**config.mk**
```make
export PLATFORM = sky130hd
export DESIGN_NAME = mdu_ctrl
export DESIGN_NICKNAME = d
export VERILOG_FILES = /design/src/rtl/rv32im_pkg.sv /design/src/rtl/mdu_special.sv /design/src/rtl/mdu_ctrl.sv
export SDC_FILE = /design/constraint.sdc
export NUM_CORES = 1
export LEC_CHECK = 0
export CAP_MARGIN = 40
export CORE_MARGIN = 4
export CORE_UTILIZATION = 25
export CTS_BUF_LIST = sky130_fd_sc_hd__clkbuf_4 sky130_fd_sc_hd__clkbuf_8
export CTS_CLUSTER_DIAMETER = 60
export DETAILED_ROUTE_END_ITERATION = 7
export GPL_ROUTABILITY_DRIVEN = 1
export PLACE_DENSITY = 0.58
export SYNTH_ARGS = -nofsm -noshare
export SYNTH_HDL_FRONTEND = slang
export SYNTH_SLANG_ARGS = --single-unit
```
**constraint.sdc**
```tcl
create_clock -name clk -period 2.3 [get_ports clk]
set_clock_uncertainty 0.2 [all_clocks]
set_input_delay 0.46 -clock clk [delete_from_list [all_inputs] [get_ports clk]]
set_output_delay 0.46 -clock clk [all_outputs]
set_load 0.01 [all_outputs]
```
**src/rtl/rv32im_pkg.sv**
```systemverilog
// Shared RV32M definitions: funct3 codes, MDU op codes, controller FSM encoding.
package rv32im_pkg;

  localparam logic [2:0] F3_MUL    = 3'b000;
  localparam logic [2:0] F3_MULH   = 3'b001;
  localparam logic [2:0] F3_MULHSU = 3'b010;
  localparam logic [2:0] F3_MULHU  = 3'b011;
  localparam logic [2:0] F3_DIV    = 3'b100;
  localparam logic [2:0] F3_DIVU   = 3'b101;
  localparam logic [2:0] F3_REM    = 3'b110;
  localparam logic [2:0] F3_REMU   = 3'b111;

  localparam logic [2:0] OP_MUL  = 3'b000;
  localparam logic [2:0] OP_MULH = 3'b001;
  localparam logic [2:0] OP_DIV  = 3'b010;
  localparam logic [2:0] OP_DIVU = 3'b011;
  localparam logic [2:0] OP_REM  = 3'b100;
  localparam logic [2:0] OP_REMU = 3'b101;

  typedef enum logic [1:0] {
    ST_IDLE = 2'd0,
    ST_REQ  = 2'd1,
    ST_WAIT = 2'd2,
    ST_WB   = 2'd3
  } mdu_state_e;

  function automatic logic f3_executable(input logic [2:0] f3);
    return (f3 != F3_MULHSU) && (f3 != F3_MULHU);
  endfunction

  function automatic logic [2:0] f3_to_op(input logic [2:0] f3);
    logic [2:0] op;
    case (f3)
      F3_MULH: op = OP_MULH;
      F3_DIV:  op = OP_DIV;
      F3_DIVU: op = OP_DIVU;
      F3_REM:  op = OP_REM;
      F3_REMU: op = OP_REMU;
      default: op = OP_MUL;
    endcase
    return op;
  endfunction

endpackage

```
**src/rtl/mdu_special.sv**
```systemverilog
// Combinational detection of divide-by-zero and signed-overflow cases,
// producing the architectural result so the MDU is never asked.
module mdu_special
  import rv32im_pkg::*;
(
  input  logic [2:0]  i_funct3,
  input  logic [31:0] i_rs1,
  input  logic [31:0] i_rs2,
  output logic        o_special,
  output logic [31:0] o_result
);

  logic w_zero;
  logic w_ovf;

  assign w_zero = (i_rs2 == 32'h0000_0000);
  assign w_ovf  = (i_rs1 == 32'h8000_0000) && (i_rs2 == 32'hFFFF_FFFF);

  always_comb begin
    o_special = 1'b0;
    o_result  = 32'h0000_0000;
    case (i_funct3)
      F3_DIV: begin
        if (w_zero) begin
          o_special = 1'b1;
          o_result  = 32'hFFFF_FFFF;
        end else if (w_ovf) begin
          o_special = 1'b1;
          o_result  = 32'h8000_0000;
        end
      end
      F3_DIVU: begin
        if (w_zero) begin
          o_special = 1'b1;
          o_result  = 32'hFFFF_FFFF;
        end
      end
      F3_REM: begin
        if (w_zero) begin
          o_special = 1'b1;
          o_result  = i_rs1;
        end else if (w_ovf) begin
          o_special = 1'b1;
          o_result  = 32'h0000_0000;
        end
      end
      F3_REMU: begin
        if (w_zero) begin
          o_special = 1'b1;
          o_result  = i_rs1;
        end
      end
      default: ;
    endcase
  end

endmodule

```
**src/rtl/mdu_ctrl.sv**
```systemverilog
// RV32M execute-stage controller: resolves special cases locally (1 cycle),
// otherwise issues one MDU request and waits up to MAX_WAIT cycles for the answer.
module mdu_ctrl
  import rv32im_pkg::*;
#(
  parameter int MAX_WAIT = 15
) (
  input  logic        clk,
  input  logic        rst,
  input  logic        ex_valid,
  input  logic [2:0]  ex_funct3,
  input  logic [31:0] ex_rs1,
  input  logic [31:0] ex_rs2,
  input  logic [4:0]  ex_rd,
  output logic        stall,
  output logic        wb_valid,
  output logic [4:0]  wb_rd,
  output logic [31:0] wb_data,
  output logic        ill,
  output logic        err,
  output logic        mdu_valid,
  output logic [2:0]  mdu_op,
  output logic [31:0] mdu_rs1,
  output logic [31:0] mdu_rs2,
  input  logic [31:0] mdu_result,
  input  logic        mdu_ready
);

  localparam logic [7:0] LP_LAST = 8'(MAX_WAIT - 1);

  mdu_state_e  r_state;
  mdu_state_e  w_state_nxt;
  logic [2:0]  r_funct3;
  logic [31:0] r_rs1;
  logic [31:0] r_rs2;
  logic [4:0]  r_rd;
  logic [31:0] r_result;
  logic        r_err;
  logic        r_ill;
  logic [7:0]  r_cnt;

  logic        w_exec;
  logic        w_special;
  logic [31:0] w_special_res;
  logic        w_timeout;
  logic        w_busy;

  mdu_special u_special (
    .i_funct3  (ex_funct3),
    .i_rs1     (ex_rs1),
    .i_rs2     (ex_rs2),
    .o_special (w_special),
    .o_result  (w_special_res)
  );

  assign w_exec    = f3_executable(ex_funct3);
  assign w_timeout = (r_cnt == LP_LAST);
  assign w_busy    = (r_state == ST_REQ) || (r_state == ST_WAIT);

  always_ff @(posedge clk) begin
    if (rst) r_state <= ST_IDLE;
    else     r_state <= w_state_nxt;
  end

  always_comb begin
    w_state_nxt = r_state;
    case (r_state)
      ST_IDLE: if (ex_valid && w_exec) w_state_nxt = w_special ? ST_WB : ST_REQ;
      ST_REQ:  w_state_nxt = ST_WAIT;
      ST_WAIT: if (mdu_ready || w_timeout) w_state_nxt = ST_WB;
      ST_WB:   w_state_nxt = ST_IDLE;
      default: w_state_nxt = ST_IDLE;
    endcase
  end

  always_ff @(posedge clk) begin
    if (rst) begin
      r_funct3 <= '0;
      r_rs1    <= '0;
      r_rs2    <= '0;
      r_rd     <= '0;
      r_result <= '0;
      r_err    <= 1'b0;
      r_ill    <= 1'b0;
      r_cnt    <= '0;
    end else begin
      r_ill <= 1'b0;
      case (r_state)
        ST_IDLE: begin
          r_cnt <= '0;
          if (ex_valid) begin
            r_funct3 <= ex_funct3;
            r_rs1    <= ex_rs1;
            r_rs2    <= ex_rs2;
            r_rd     <= ex_rd;
            r_result <= w_special_res;
            r_err    <= 1'b0;
            r_ill    <= !w_exec;
          end
        end
        ST_REQ: r_cnt <= '0;
        ST_WAIT: begin
          // A real answer wins even on the last allowed cycle.
          if (mdu_ready) begin
            r_result <= mdu_result;
          end else if (w_timeout) begin
            r_result <= '0;
            r_err    <= 1'b1;
          end else begin
            r_cnt <= r_cnt + 8'd1;
          end
        end
        default: ;
      endcase
    end
  end

  assign stall     = ((r_state == ST_IDLE) && ex_valid && w_exec) || w_busy;
  assign mdu_valid = (r_state == ST_REQ);
  assign mdu_op    = w_busy ? f3_to_op(r_funct3) : 3'b000;
  assign mdu_rs1   = w_busy ? r_rs1 : 32'h0;
  assign mdu_rs2   = w_busy ? r_rs2 : 32'h0;
  assign wb_valid  = (r_state == ST_WB);
  assign wb_rd     = wb_valid ? r_rd : 5'd0;
  assign wb_data   = wb_valid ? r_result : 32'h0;
  assign err       = wb_valid && r_err;
  assign ill       = r_ill;

endmodule

```
* Yosys cells after proc, flatten, opt, wreduce, memory -nomap -nowiden *
Cells that the tools add are included.
Widths: inputs -> output; s select.

word-level totals
  register bits after elaboration = 116
  output and inout bits = 109
  bits of input ports = 108

operators by class
  add/subtract/negate cells = 1
  bitwise operators = 2
  mux-type cells = 30
  equal/unequal tests = 24
  reductions and logical operators = 24

operators by type and width
  cell                  number
  $mux 32               10
  $pmux 32 s3           1
  $eq 32x32->1 const B  2
  $pmux 32 s2           1
  $logic_not 32->1      1
  $eq 3x3->1 const B    8
  $mux 8                2
  $pmux 8 s2            1
  $pmux 3 s5            1
  $ne 2x2->1 const B    5
  $add 8x1->8 const B   1
  $eq 8x4->1 const B    1
  $pmux 2 s4            1
  $reduce_or 2->1       4
  $logic_and 1x1->1     6
  $mux 1                6
  $mux 2                3
  $ne 3x2->1 const B    2
  $reduce_and 3->1      2
  $mux 5                1
  $eq 2x2->1 const B    2
  $pmux 1 s2            2
  $reduce_and 2->1      2
  $reduce_and 4->1      1
  11 further kinds      15

* Logic depth before layout (Yosys ltp) *
Gate-level depths: netlist (run 1).

  depth after elaboration = 8
  gate-level depth with buffers = 9
  depth with buffers taken out = 7

* Hierarchy *
Synthesis (run 1) repeated with hierarchy kept, for this count alone.

second synthesis, totals
  cells, all modules = 817
  area total of the unflattened synthesis = 6133.4 um^2

by module, submodules not included
  module       area each (um^2)  times used  cells an instance
  mdu_ctrl     5415.2            1           707
  mdu_special  718.2             1           110

* Worst setup path after synthesis (run 1) *
Ideal clock, no wire load.

  kind = reg-to-output
  start point = register r_state[0]
  end point = output stall
  stages on the path, launching flop included = 8
  setup slack = -0.006 ns
  arrival = 1.646 ns
  data required time = 1.640 ns
  cell sequence = dfxtp_1 > inv_1 > ha_1 > clkbuf_1 > and2_1 > clkbuf_1 > clkbuf_1 > a21o_1

on the way
  word-level cells in the longest chain between the ends = 4
  elaborated cells between the ends (all ways) = 7
  classes of those cells = 2 x eq/ne; 5 x reduce/logical

ends and longest elaborated chain
  what                             line             text
  from (decl)                      mdu_ctrl.sv:31   mdu_state_e r_state;
  from (signal assigned)           mdu_ctrl.sv:62   else r_state <= w_state_nxt;
  $logic_not 2->1                  mdu_ctrl.sv:118  assign stall = ((r_state == ST_IDLE) && ex_valid && w_exec) || w_busy;
  $logic_and 1x1->1 (2 in series)  mdu_ctrl.sv:118
  $logic_or 1x1->1 *               mdu_ctrl.sv:118
  to (decl)                        mdu_ctrl.sv:15   output logic stall,

Every way passes the cells marked *; elsewhere a longest branch is shown, timed or not.

* Final worst setup path (run 1) *
Ends and elaborated chain as after synthesis.

==> results of run 1 <==
## cell usage in the layout, fill, tap and decap left out, types with 3 or more instances in the layout
| cell type | n |
|---|---|
| a211oi_1 | 3 |
| a21oi_1 | 78 |
| a221oi_2 | 29 |
| a31oi_1 | 3 |
| and2_1 | 24 |
| and2_4 | 78 |
| buf_12 | 12 |
| buf_2 | 31 |
| buf_4 | 97 |
| buf_6 | 82 |
| buf_8 | 4 |
| clkbuf_16 | 6 |
| clkbuf_8 | 18 |
| clkdlybuf4s50_1 | 88 |
| clkinv_2 | 5 |
| clkinv_4 | 4 |
| dfxtp_1 | 114 |
| dlymetal6s2s_1 | 19 |
| ha_1 | 4 |
| inv_1 | 8 |
| nand2_1 | 150 |
| nand2b_1 | 32 |
| nand3_1 | 9 |
| nand4_1 | 11 |
| nor2_1 | 44 |
| nor3_1 | 34 |
| nor3_2 | 3 |
| nor4_1 | 6 |
| nor4_2 | 7 |
| nor4_4 | 3 |
| nor4b_1 | 3 |
| o21ai_0 | 3 |
| xnor2_1 | 4 |
## worst paths after layout
kind,startpoint,to,slack [ns]
worst min register to register,r_rs2[9],r_rs2[9],0.25
worst max register to register,r_state[1],r_result[31],0.06
worst min-delay path,ex_rs2[7],r_rs2[7],0.14
worst max-delay path,r_state[0],stall,-0.14
## worst reg2reg max path, delay by kind of cell (launching register included)
kind,cells,cell delay (ns)
compound gates,2,0.27
fa+ha+maj,1,0.19
buf+inv,4,0.57
flops,1,0.33
simple gates,2,0.56
## repair_timing
item | 4_1_cts | 5_1_grt
setup endpoints to repair | 135 | 133
buffers inserted | 15 | 12
cloned | 5 | 6
resized for setup | 514 | 143
pin swaps | 14 | 35
## metal layers
metal	part of all wire	wire length, µm	GRT usage
met1	0.45	11100	0.237
met3	0.062	1540	0.0585
met4	0.011	284	0.0418
met2	0.48	12100	0.305
met5	0	0	0
## state kept, by name, summed over array words and instances, names as in the netlist
name and cells:
ill 1, r_rs2 32, r_state 2, r_rd 5, r_funct3 3, r_rs1 32
r_err 1, r_cnt 8, r_result 32
## area by class of cell
class	count	area, µm²
fillers	2262	12600
multi-input cells	553	3510
repair buffers	343	3440
flip-flops and latches	116	2320
well taps	285	357
clock buffers	19	255
clock inverters	13	135
inverters	10	37.5
## stage by stage
| step | power (mW) | setup TNS (ns) | utilization | hold WS (ns) |
|---|---|---|---|---|
| global route | 11.2 | -12.68 | 0.443 | 0.123 |
| CTS | 10.3 | -7.15 | 0.416 | 0.179 |
| detailed placement | 7.32 | -25.44 | 0.393 | 0.242 |
| floorplan | 5.36 | 0 | - | 0.232 |
| global placement | 7.27 | -28.87 | 0.393 | 0.237 |
| finish | 10.5 | -4.17 | 0.443 | 0.138 |
## kinds of logic after synthesis
group / Yosys count / share of synthesized area
compound gates: 124 / 0.165
fa+ha+maj: 6 / 0.0129
xor+xnor: 6 / 0.00906
flops: 116 / 0.400
simple gates: 417 / 0.362
buf+inv: 68 / 0.0507
## report_power, final
part	internal (mW)	switching [mW]	total [mW]	leakage (nW)
clock	0.998	0.899	1.90	0.199
combinational	2.83	2.91	5.75	3.22
sequential	2.53	0.277	2.81	0.952
total	6.36	4.09	10.5	4.37
==> results.yml, run 1 <==
synth:
  netlist_instances: 737
  synth_edf_count: 0
  synth_top_area_share: 0.400
  async_flop_share: 0
  synth.distinct_cells: 39
  synth_warnings: 0
  yosysTopAreaCell: "dfxtp_1"
  synthMostInstantiatedCell: "nand2_1"
  synth_area_per_cell_um2: 7.87
  yosys-top-cells-area: "dfxtp_1, and2_1, nand2_1, a221oi_2, a21oi_1"
  synth_nets: 851
  syn_area_um2: 5800
  yosysSeqAreaShare: 0.400
  ys_ff_latch: 116
  synth_common_cells: "nand2_1, dfxtp_1, and2_1"
  synth_ff_type: "dfxtp_1"
die:
  io-pin-count: 217
  core-area_um2: 22700
  die_area_um2: 25700
  die_w_um: 160
  dieHeight_um: 160
  fp-row-count: 55
  initial_utilization: 0.255
clock_network:
  clock-sinks: 116
  insertion_delay_ns: 0.43
  cts.htree.levels: 4
  clkTransAtPathRegs_ns: 0.07
  cts_tree: "yes"
  root_buffer: "clkbuf_8"
  hold_buffers: 0
  clockBufferDepth: 2
  cts_inserted_buffers: 17
setup_path:
  crit_fanout: 5
  crit_cells: 7
  cp_top_family: "buffers and inverters"
  crit_chain: "inv_2 > ha_4 > buf_8 > buf_12 > buf_16 > a21o_1 > buf_2"
  worst-r2r-cell-count: 9
  cp.required_ns: 1.64
  slowest_stage: "dfxtp_2"
  crit_type: "reg2out"
  end_kind: "primary output"
  worstSetupStartpointType: "register"
  path_buf_inv: 5
  worstPathArrival_ns: 1.78
  slowest_delay_ns: 0.34
routing:
  drt-initial-drc-count: 317
  routed_wl_um: 25000
  firstDrtPassIters: 4
  antenna_left: 0
  viasPerCell: 4.73
  wl_per_cell_um: 18.7
  vias: 6334
  drc: 0
cells_and_area:
  antenna_cells: 0
  final_cell_area_um2: 10100
  final_cells: 1339
  fin_nets: 1155
  syn_to_final_growth_pct: 73.5
  drive_above_1_share: 0.381
place:
  place_ws_ns: -0.569
  dpl.hpwl_um: 16900
  gp_congestion: 0.810
  dp.cells: 1276
  placed_cell_area_um2: 8930
  port_buffers: 216
global_route:
  grt_overflow: 0
  grt_max_degree: 47
  grt_usage: 0.185
  grt_pass1_wl_um: 37200
  antenna_found_initial: 0
  grt_pass1_vias: 6384
sta:
  max_freq_mhz: 409
  setup_slack_ns: -0.144
  final_hold_viol_count: 0
  rsz0062_at_grt: "yes"
  slew_headroom: 0.645
  setup_viol: 58
  fin_crit_ns: 2.44
  tightest_slew_ns: 0.532
  finalCritPeriodShare: 1.06
  drv_slew: 0
worst_hold_path:
  holdPathStages: 3
  min_path_type: "in2reg"
outcome:
  violations: "setup timing"
  status: "finished with violations"
run:
  maxCapViolCount: 0
power_and_ir_drop:
  max-vdd-ir-drop_mv: 0.503
  power.leakage_nw: 4.37
  powerDensity_nw_per_um2: 1040
(Power assumes the default switching activity.)
==> run 2: changes to the inputs <==
--- a/config.mk
+++ b/config.mk
@@ -5,14 +5,15 @@
 export SDC_FILE = /design/constraint.sdc
 export NUM_CORES = 1
 export LEC_CHECK = 0
+export ABC_AREA = 1
 export CAP_MARGIN = 40
+export CORE_ASPECT_RATIO = 0.7
 export CORE_MARGIN = 4
 export CORE_UTILIZATION = 25
 export CTS_BUF_LIST = sky130_fd_sc_hd__clkbuf_4 sky130_fd_sc_hd__clkbuf_8
 export CTS_CLUSTER_DIAMETER = 60
 export DETAILED_ROUTE_END_ITERATION = 7
 export GPL_ROUTABILITY_DRIVEN = 1
-export PLACE_DENSITY = 0.58
 export SYNTH_ARGS = -nofsm -noshare
 export SYNTH_HDL_FRONTEND = slang
 export SYNTH_SLANG_ARGS = --single-unit
==> results.yml, run 2 <==
sta:
  fin_crit_ns: 2.41
  finalCritPeriodShare: 1.05
  drv_slew: 0
  setup_slack_ns: -0.107
  rsz0062_at_grt: "yes"
  final_hold_viol_count: 0
  max_freq_mhz: 415
  tns_ns: -2.15
  tightest_slew_ns: 0.457
  setup_viol: 56
  hold_slack_ns: 0.285
  slew_headroom: 0.695
die:
  dieHeight_um: 138
  die_area_um2: 26600
  io-pin-count: 217
  fp-row-count: 47
  initial_utilization: 0.254
  core-area_um2: 23600
  die_w_um: 193
run:
  maxCapViolCount: 0
routing:
  drt-initial-drc-count: 420
  wl_per_cell_um: 16.4
  routed_wl_um: 25000
  vias: 6882
  viasPerCell: 4.51
  antenna_left: 0
  firstDrtPassIters: 5
  drc: 0
place:
  port_buffers: 216
  placed_cell_area_um2: 8820
  dpl.hpwl_um: 15900
  place_ws_ns: -0.457
  dp.cells: 1453
  gp_congestion: 0.799
synth:
  synth_common_cells: "nor2_1, nand2_1, inv_1"
  async_flop_share: 0
  synth_warnings: 0
  yosysTopAreaCell: "dfxtp_1"
  yosys-top-cells-area: "dfxtp_1, nor2_1, nand2_1, inv_1, o21ai_0"
  synth_nets: 1038
  synth_area_per_cell_um2: 6.49
  synth_edf_count: 0
  synth_ff_type: "dfxtp_1"
  synth_top_area_share: 0.387
  syn_area_um2: 6000
  synthMostInstantiatedCell: "nor2_1"
  yosysSeqAreaShare: 0.387
  ys_ff_latch: 116
  synth.distinct_cells: 34
  netlist_instances: 924
setup_path:
  crit_chain: "buf_6 > ha_4 > buf_12 > buf_8 > buf_16 > buf_12 > nand2_2 > inv_2 > buf_6"
  crit_fanout: 6
  cp.required_ns: 1.64
  worstSetupStartpointType: "register"
  worstPathArrival_ns: 1.75
  end_kind: "primary output"
  slowest_stage: "dfxtp_2"
  slowest_delay_ns: 0.33
  crit_type: "reg2out"
clock_network:
  cts_inserted_buffers: 17
  cts_tree: "yes"
  cts.htree.levels: 4
  clock-sinks: 116
  clockBufferDepth: 2
  insertion_delay_ns: 0.43
  hold_buffers: 0
  clkTransAtPathRegs_ns: 0.08
  root_buffer: "clkbuf_8"
cells_and_area:
  antenna_cells: 0
  reg_top3: "r_result: 32 flops, r_rs1: 32 flops, r_rs2: 32 flops"
  final_cell_area_um2: 10300
  final_cells: 1525
  mostFrequentLayoutCells: "nor2_1, dfxtp_1, clkdlybuf4s50_1"
  drive_above_1_share: 0.339
  fin_util: 0.434
  final_common_cell: "nor2_1"
  syn_to_final_growth_pct: 71.1
  fin_nets: 1309
  fillers: 2453
global_route:
  grt_overflow: 0
  grt_max_degree: 65
  grt_pass1_wl_um: 36200
  antenna_found_initial: 0
  grt_usage: 0.176
  grt_pass1_vias: 6423
power_and_ir_drop:
  powerDensity_nw_per_um2: 1160
  fin_total_pwr_mw: 11.9
  power.leakage_nw: 5.23
  max-vdd-ir-drop_mv: 0.474
outcome:
  violations: "setup timing"
  status: "finished with violations"
worst_hold_path:
  min_path_type: "reg2reg"
[run 2: layout make-up]
type	instances	area (µm²)	share of cell area
Clock buffer	23	304	0.0296
Clock inverter	8	100	0.00976
Inverter	133	508	0.0495
Multi-Input combinational cell	617	3370	0.328
Sequential cell	116	2320	0.227
Tap cell	318	398	0.0388
Timing Repair Buffer	310	3260	0.318
[run 2: power by group]
group | total (mW) | switching, mW | internal [mW]
Clock | 1.97 | 0.873 | 1.09
Combinational | 6.73 | 3.48 | 3.25
Sequential | 3.18 | 0.525 | 2.66
[run 2: path summary, 6_finish.rpt]
check | start | to | slack (ns) | depth (start not counted)
setup / recovery | r_state[0] | wb_data[20] | -0.11 | 9
hold / removal | r_rd[3] | r_rd[3] | 0.29 | 2
setup reg to reg | r_state[0] | r_result[4] | 0.17 | 10
hold reg to reg | r_rd[3] | r_rd[3] | 0.29 | 2
[run 2: cells by family after synthesis]
kind of cell             synth area share
buffers and inverters               0.130
flip-flops                          0.387
adder cells (fa/ha/maj)            0.0125
AND/OR/NAND/NOR                     0.254
AO/OA/AOI/OAI                       0.215
XOR/XNOR                          0.00146
[run 2: timing repair]
| action | 4_1_cts | 5_1_grt |
|---|---|---|
| cloned | 7 | 4 |
| endpoints found under the hold margin | 0 | 0 |
| setup endpoints to repair | 108 | 128 |
| buffers inserted | 9 | 21 |
| gates resized for setup | 394 | 312 |
| pin swaps | 2 | 43 |
[run 2: metal layers]
metal / track usage / up-vias / part of all wire
met4: 0.0334 / 0 / 0.0098
met2: 0.272 / 232 / 0.44
met5: 0 / - / 0
met1: 0.252 / 3172 / 0.48
met3: 0.0431 / 15 / 0.067
li1: - / 3463 / -
[run 2: critical path, delay by kind of cell (launching register included)]
family | cells | cell delay, ns
buffers and inverters | 7 | 0.78
DFF | 1 | 0.33
adders and majority gates | 1 | 0.16
and+or+nand+nor | 1 | 0.06
==> edit 1: new RTL, flow settings as in run 1 <==
The 4 states of `mdu_state_e` get a one-hot encoding in 4 bits.
--- a/src/rtl/rv32im_pkg.sv
+++ b/src/rtl/rv32im_pkg.sv
@@ -17,11 +17,11 @@
   localparam logic [2:0] OP_REM  = 3'b100;
   localparam logic [2:0] OP_REMU = 3'b101;
 
-  typedef enum logic [1:0] {
-    ST_IDLE = 2'd0,
-    ST_REQ  = 2'd1,
-    ST_WAIT = 2'd2,
-    ST_WB   = 2'd3
+  typedef enum logic [3:0] {
+    ST_IDLE = 4'b0001,
+    ST_REQ  = 4'b0010,
+    ST_WAIT = 4'b0100,
+    ST_WB   = 4'b1000
   } mdu_state_e;
 
   function automatic logic f3_executable(input logic [2:0] f3);
Function: no difference found for any inputs over 4 cycles, from zero or initial values and one cycle with rst high; so few cycles prove little.
==> edit 1 against run 1 <==
The run still ends with negative setup slack left. Sequential cell count up 2. Cell area up 2.7%. Routed wire length up 6.1%. Synthesized cell count up 3.3%. Via count up 5.7%. Setup slack worse by 0.17 ns. Sequential share of layout area down 0.11 points. Die area down 0.41%. Synthesized area down 0.43%. Final cell count up 2.8%. Critical endpoint is now mdu_rs1[25]. Highest routed layer is now met5.
Power is not compared: it rests on default switching activity, and its combinational part moved more than twofold at a synthesized area within 25%.
==> edit 1: results (changes against run 1) <==
metric,value,unit,change
status,"finished, violations left",,
violations,negative setup slack,,
preCtsSetupSlack,-0.587,ns,-0.0174 ns
rr_worst_depth,8,,-1
cp.arrival,1.95,ns,+0.17 ns
antenna_found_initial,1,,+1
synth_warnings,0,,unchanged
synthAdderAreaFrac,0.00433,,-0.00861
worst_slew_pin_slew,0.487,ns,-0.0457 ns
sequentialPowerShare,0.409,,
gp_congestion,0.843,,+4.0%
async_reset_ff_frac,0,,unchanged
drtIter0Drc,458,,+44%
hpwl,18200,um,+7.7%
synth_area,0.00578,mm2,-0.43%
synth_area_leaders,"dfxtp_1, nand2_1, nor2b_1",,
cp_max_fo,7,,+2
synth_cell_types,44,,+13%
setup_viol,107,,+84%
max-clock-path-buffers,2,,unchanged
place_inst,1311,,+2.7%
synth_nets,871,,+2.4%
clkLatencyLatePin,0.45,ns,+0.02 ns
whs_endpoint,r_rs2[13],,
port_buffers,216,,unchanged
grt_use_total,0.195,,+0.0103
synth_compound_area_frac,0.198,,+0.0332
grt_pass1_vias,6627,,+3.8%
ys_seq_area_frac,0.409,,+0.00866
synthCells,761,,+3.3%
hold_ws,0.182,ns,+0.0435 ns
reg_top3,"r_result (32), r_rs1 (32), r_rs2 (32)",,
r2r_end,r_result[31],,
synth-main-ff-cell,dfxtp_1,,
nets,1188,,+2.9%
synthTopCellsByCount,"nand2_1, dfxtp_1, a21oi_1",,
firstDrtPassIters,5,,+1
final_util,0.455,,+0.0118
cts.htree.levels,4,,unchanged
synth_mux_area_frac,0.00347,,+0.00347
layout.cells.non_filler,1376,,+2.8%
post_dp_cell_area,0.00901,mm2,+0.91%
finalSetupTns,-23.71,ns,-19.54 ns
grt_max_degree,74,,+57%
vias,6693,,+5.7%
hold_start,ex_rs2[13],,
fillers,2250,,-0.53%
drive_gt1_frac,0.339,,-0.0423
grt_pass1_wl,39300,um,+5.7%
r2r_slack,0.04,ns,-0.02 ns
max_stage_delay,0.37,ns,+0.03 ns
p_per_area,540,mW/mm2,
worst_slack,-0.313,ns,-0.169 ns
synth_xor_area_frac,0.00303,,-0.00603
endpoint,mdu_rs1[25],,
cp-startpoint,r_state[1],,
clk_pin_slew,0.08,ns,
cp_slowest_cell,dfxtp_4,,
wirelength,26500,um,+6.1%
## edit 1: layout make-up
cell class	count	share of cell area
well taps	285	0.0345
multi-input cells	582	0.356
inverters	6	0.00242
clock buffers	21	0.0261
flip-flops and latches	118	0.230
clock inverters	11	0.0169
repair buffers	353	0.334
## edit 1: timing repair
action,4_1_cts,5_1_grt
endpoints found under the setup margin,214,145
setup buffers,19,9
resized for setup,542,103
hold buffers,0,0
gates cloned,6,6
pin swaps,15,30
## edit 1: metal layers
| layer | up-vias | global-route usage | routed length (um) |
|---|---|---|---|
| li1 | 3265 | - | - |
| met2 | 222 | 0.307 | 12300 |
| met4 | 2 | 0.0508 | 355 |
| met3 | 24 | 0.0586 | 1720 |
| met1 | 3180 | 0.261 | 12200 |
| met5 | - | 0 | 13 |
## edit 1: critical path, delay by kind of cell (launching register included)
family / cells / cell delay, ns
buf+inv: 4 / 0.61
simple gates: 3 / 0.52
flops: 1 / 0.37
==> edit 2: new RTL, flow settings as in run 1 <==
Without the edit above. Set the parameter `MAX_WAIT` to 11 (it was 15).
--- a/src/rtl/mdu_ctrl.sv
+++ b/src/rtl/mdu_ctrl.sv
@@ -3,7 +3,7 @@
 module mdu_ctrl
   import rv32im_pkg::*;
 #(
-  parameter int MAX_WAIT = 15
+  parameter int MAX_WAIT = 11
 ) (
   input  logic        clk,
   input  logic        rst,
Behaviour: no difference found for any inputs over 4 cycles, from zero or initial values and one cycle with rst high; that may be too few to reach the edited logic, so the function may still have changed.
==> edit 2 against run 1 <==
The run still ends with negative setup slack left. Core utilization grew 1.4 points. Combinational power increased by 13%. Count of clock-buffer cells in the layout rose by 1. Sequential cell count did not move. Synthesized area down 0.26%. Setup slack improved by 0.0096 ns. Cell area grew 3.3%. Power grew 10%. Routed wire length down 1.6%.
==> edit 2: results (changes against run 1) <==
metric,value,unit,change
status,"finished, violations left",,
violations,negative setup slack,,
wl_met3,1580,um,+2.3%
hold_ws,0.152,ns,+0.0136 ns
synthTopCellsByCount,"nand2_1, dfxtp_1, and2_1",,
nets,1151,,-0.35%
drtIter0Drc,284,,-10%
synth_nets,848,,-0.35%
leakagePower,4.40,nW,+0.77%
timing.rr.start,r_state[0],,
drt-wirelength-per-cell,18.4,um,-1.3%
grt_pass1_vias,6429,,+0.70%
whs_endpoint,r_rs2[5],,
top_layer,met5,,
grt_max_degree,84,,+79%
synth_mux_area_frac,0.00195,,+0.00195
worst_slack,-0.135,ns,+0.00962 ns
gp_congestion,0.816,,+0.73%
grt_pass1_wl,37000,um,-0.31%
p_per_area,1110,mW/mm2,+6.6%
grt_use_total,0.183,,-0.00117
cts-resized-gates,556,,+8.2%
vias,6331,,-0.047%
cp_max_fo,6,,+1
hold_start,ex_rs2[5],,
reg_top3,"r_result (32), r_rs1 (32), r_rs2 (32)",,
met2_length,11400,um,-5.3%
peakVddDrop,0.684,mV,+36%
synth_xor_area_frac,0.00908,,+0.0000235
synth_compound_area_frac,0.163,,-0.00152
preCtsSetupSlack,-0.481,ns,+0.0884 ns
antenna_found_initial,1,,+1
worst_slew_pin_slew,0.509,ns,-0.0232 ns
wl_met1,11000,um,-1.2%
setup_viol,99,,+71%
synthAdderAreaFrac,0.0130,,+0.0000336
hpwl,16700,um,-1.1%
drive_gt1_frac,0.398,,+0.0167
clkLatencyLatePin,0.43,ns,about the same
cts_setup_buffers,13,,-2
[edit 2: cell type report]
| class | instances | area (um2) |
|---|---|---|
| fillers | 2207 | 12300 |
| repair buffers | 342 | 3620 |
| multi-input cells | 551 | 3610 |
| flip-flops and latches | 116 | 2320 |
| well taps | 285 | 357 |
| clock buffers | 20 | 275 |
| clock inverters | 12 | 178 |
| inverters | 9 | 33.8 |
[edit 2: routing by layer]
layer | up-vias | GRT usage
li1 | 3105 | -
met1 | 2973 | 0.240
met2 | 213 | 0.294
met3 | 38 | 0.0519
met4 | 2 | 0.0559
met5 | - | 0
[edit 2: cells by family (layout without fill, tap and decap cells)]
family	count (synthesis)	count (layout)
buffers and inverters	67	383
XOR/XNOR	6	6
AND/OR/NAND/NOR	416	416
flip-flops	116	116
multiplexers	1	1
AO/OA/AOI/OAI	122	122
adder cells (fa/ha/maj)	6	6
[edit 2: report_power, final]
group / internal (mW) / total, mW / leakage [nW] / switching (mW)
sequential: 2.53 / 2.83 / 0.952 / 0.294
clock: 1.27 / 2.17 / 0.217 / 0.904
combinational: 3.40 / 6.51 / 3.23 / 3.10
[edit 2: per-stage QoR]
step / area, um2 / power [mW] / setup TNS (ns) / std cells
2_1_floorplan: 5790 / 5.34 / 0 / 734
3_3_place_gp: 8920 / 7.38 / -35.57 / 1273
3_5_place_dp: 8920 / 7.44 / -35.98 / 1273
4_1_cts: 9640 / 11.1 / -4.97 / 1323
5_1_grt: 10400 / 12.2 / -15.43 / 1335
6_report: 10400 / 11.5 / -6.96 / 1335
[edit 2: worst max path at each step]
stage	end	slack, ns
floorplan	stall	0.07
global placement	r_state[1]	-0.49
detailed placement	r_result[10]	-0.48
CTS	mdu_rs1[31]	-0.16
global route	mdu_rs1[26]	-0.21
finish	mdu_rs1[25]	-0.13
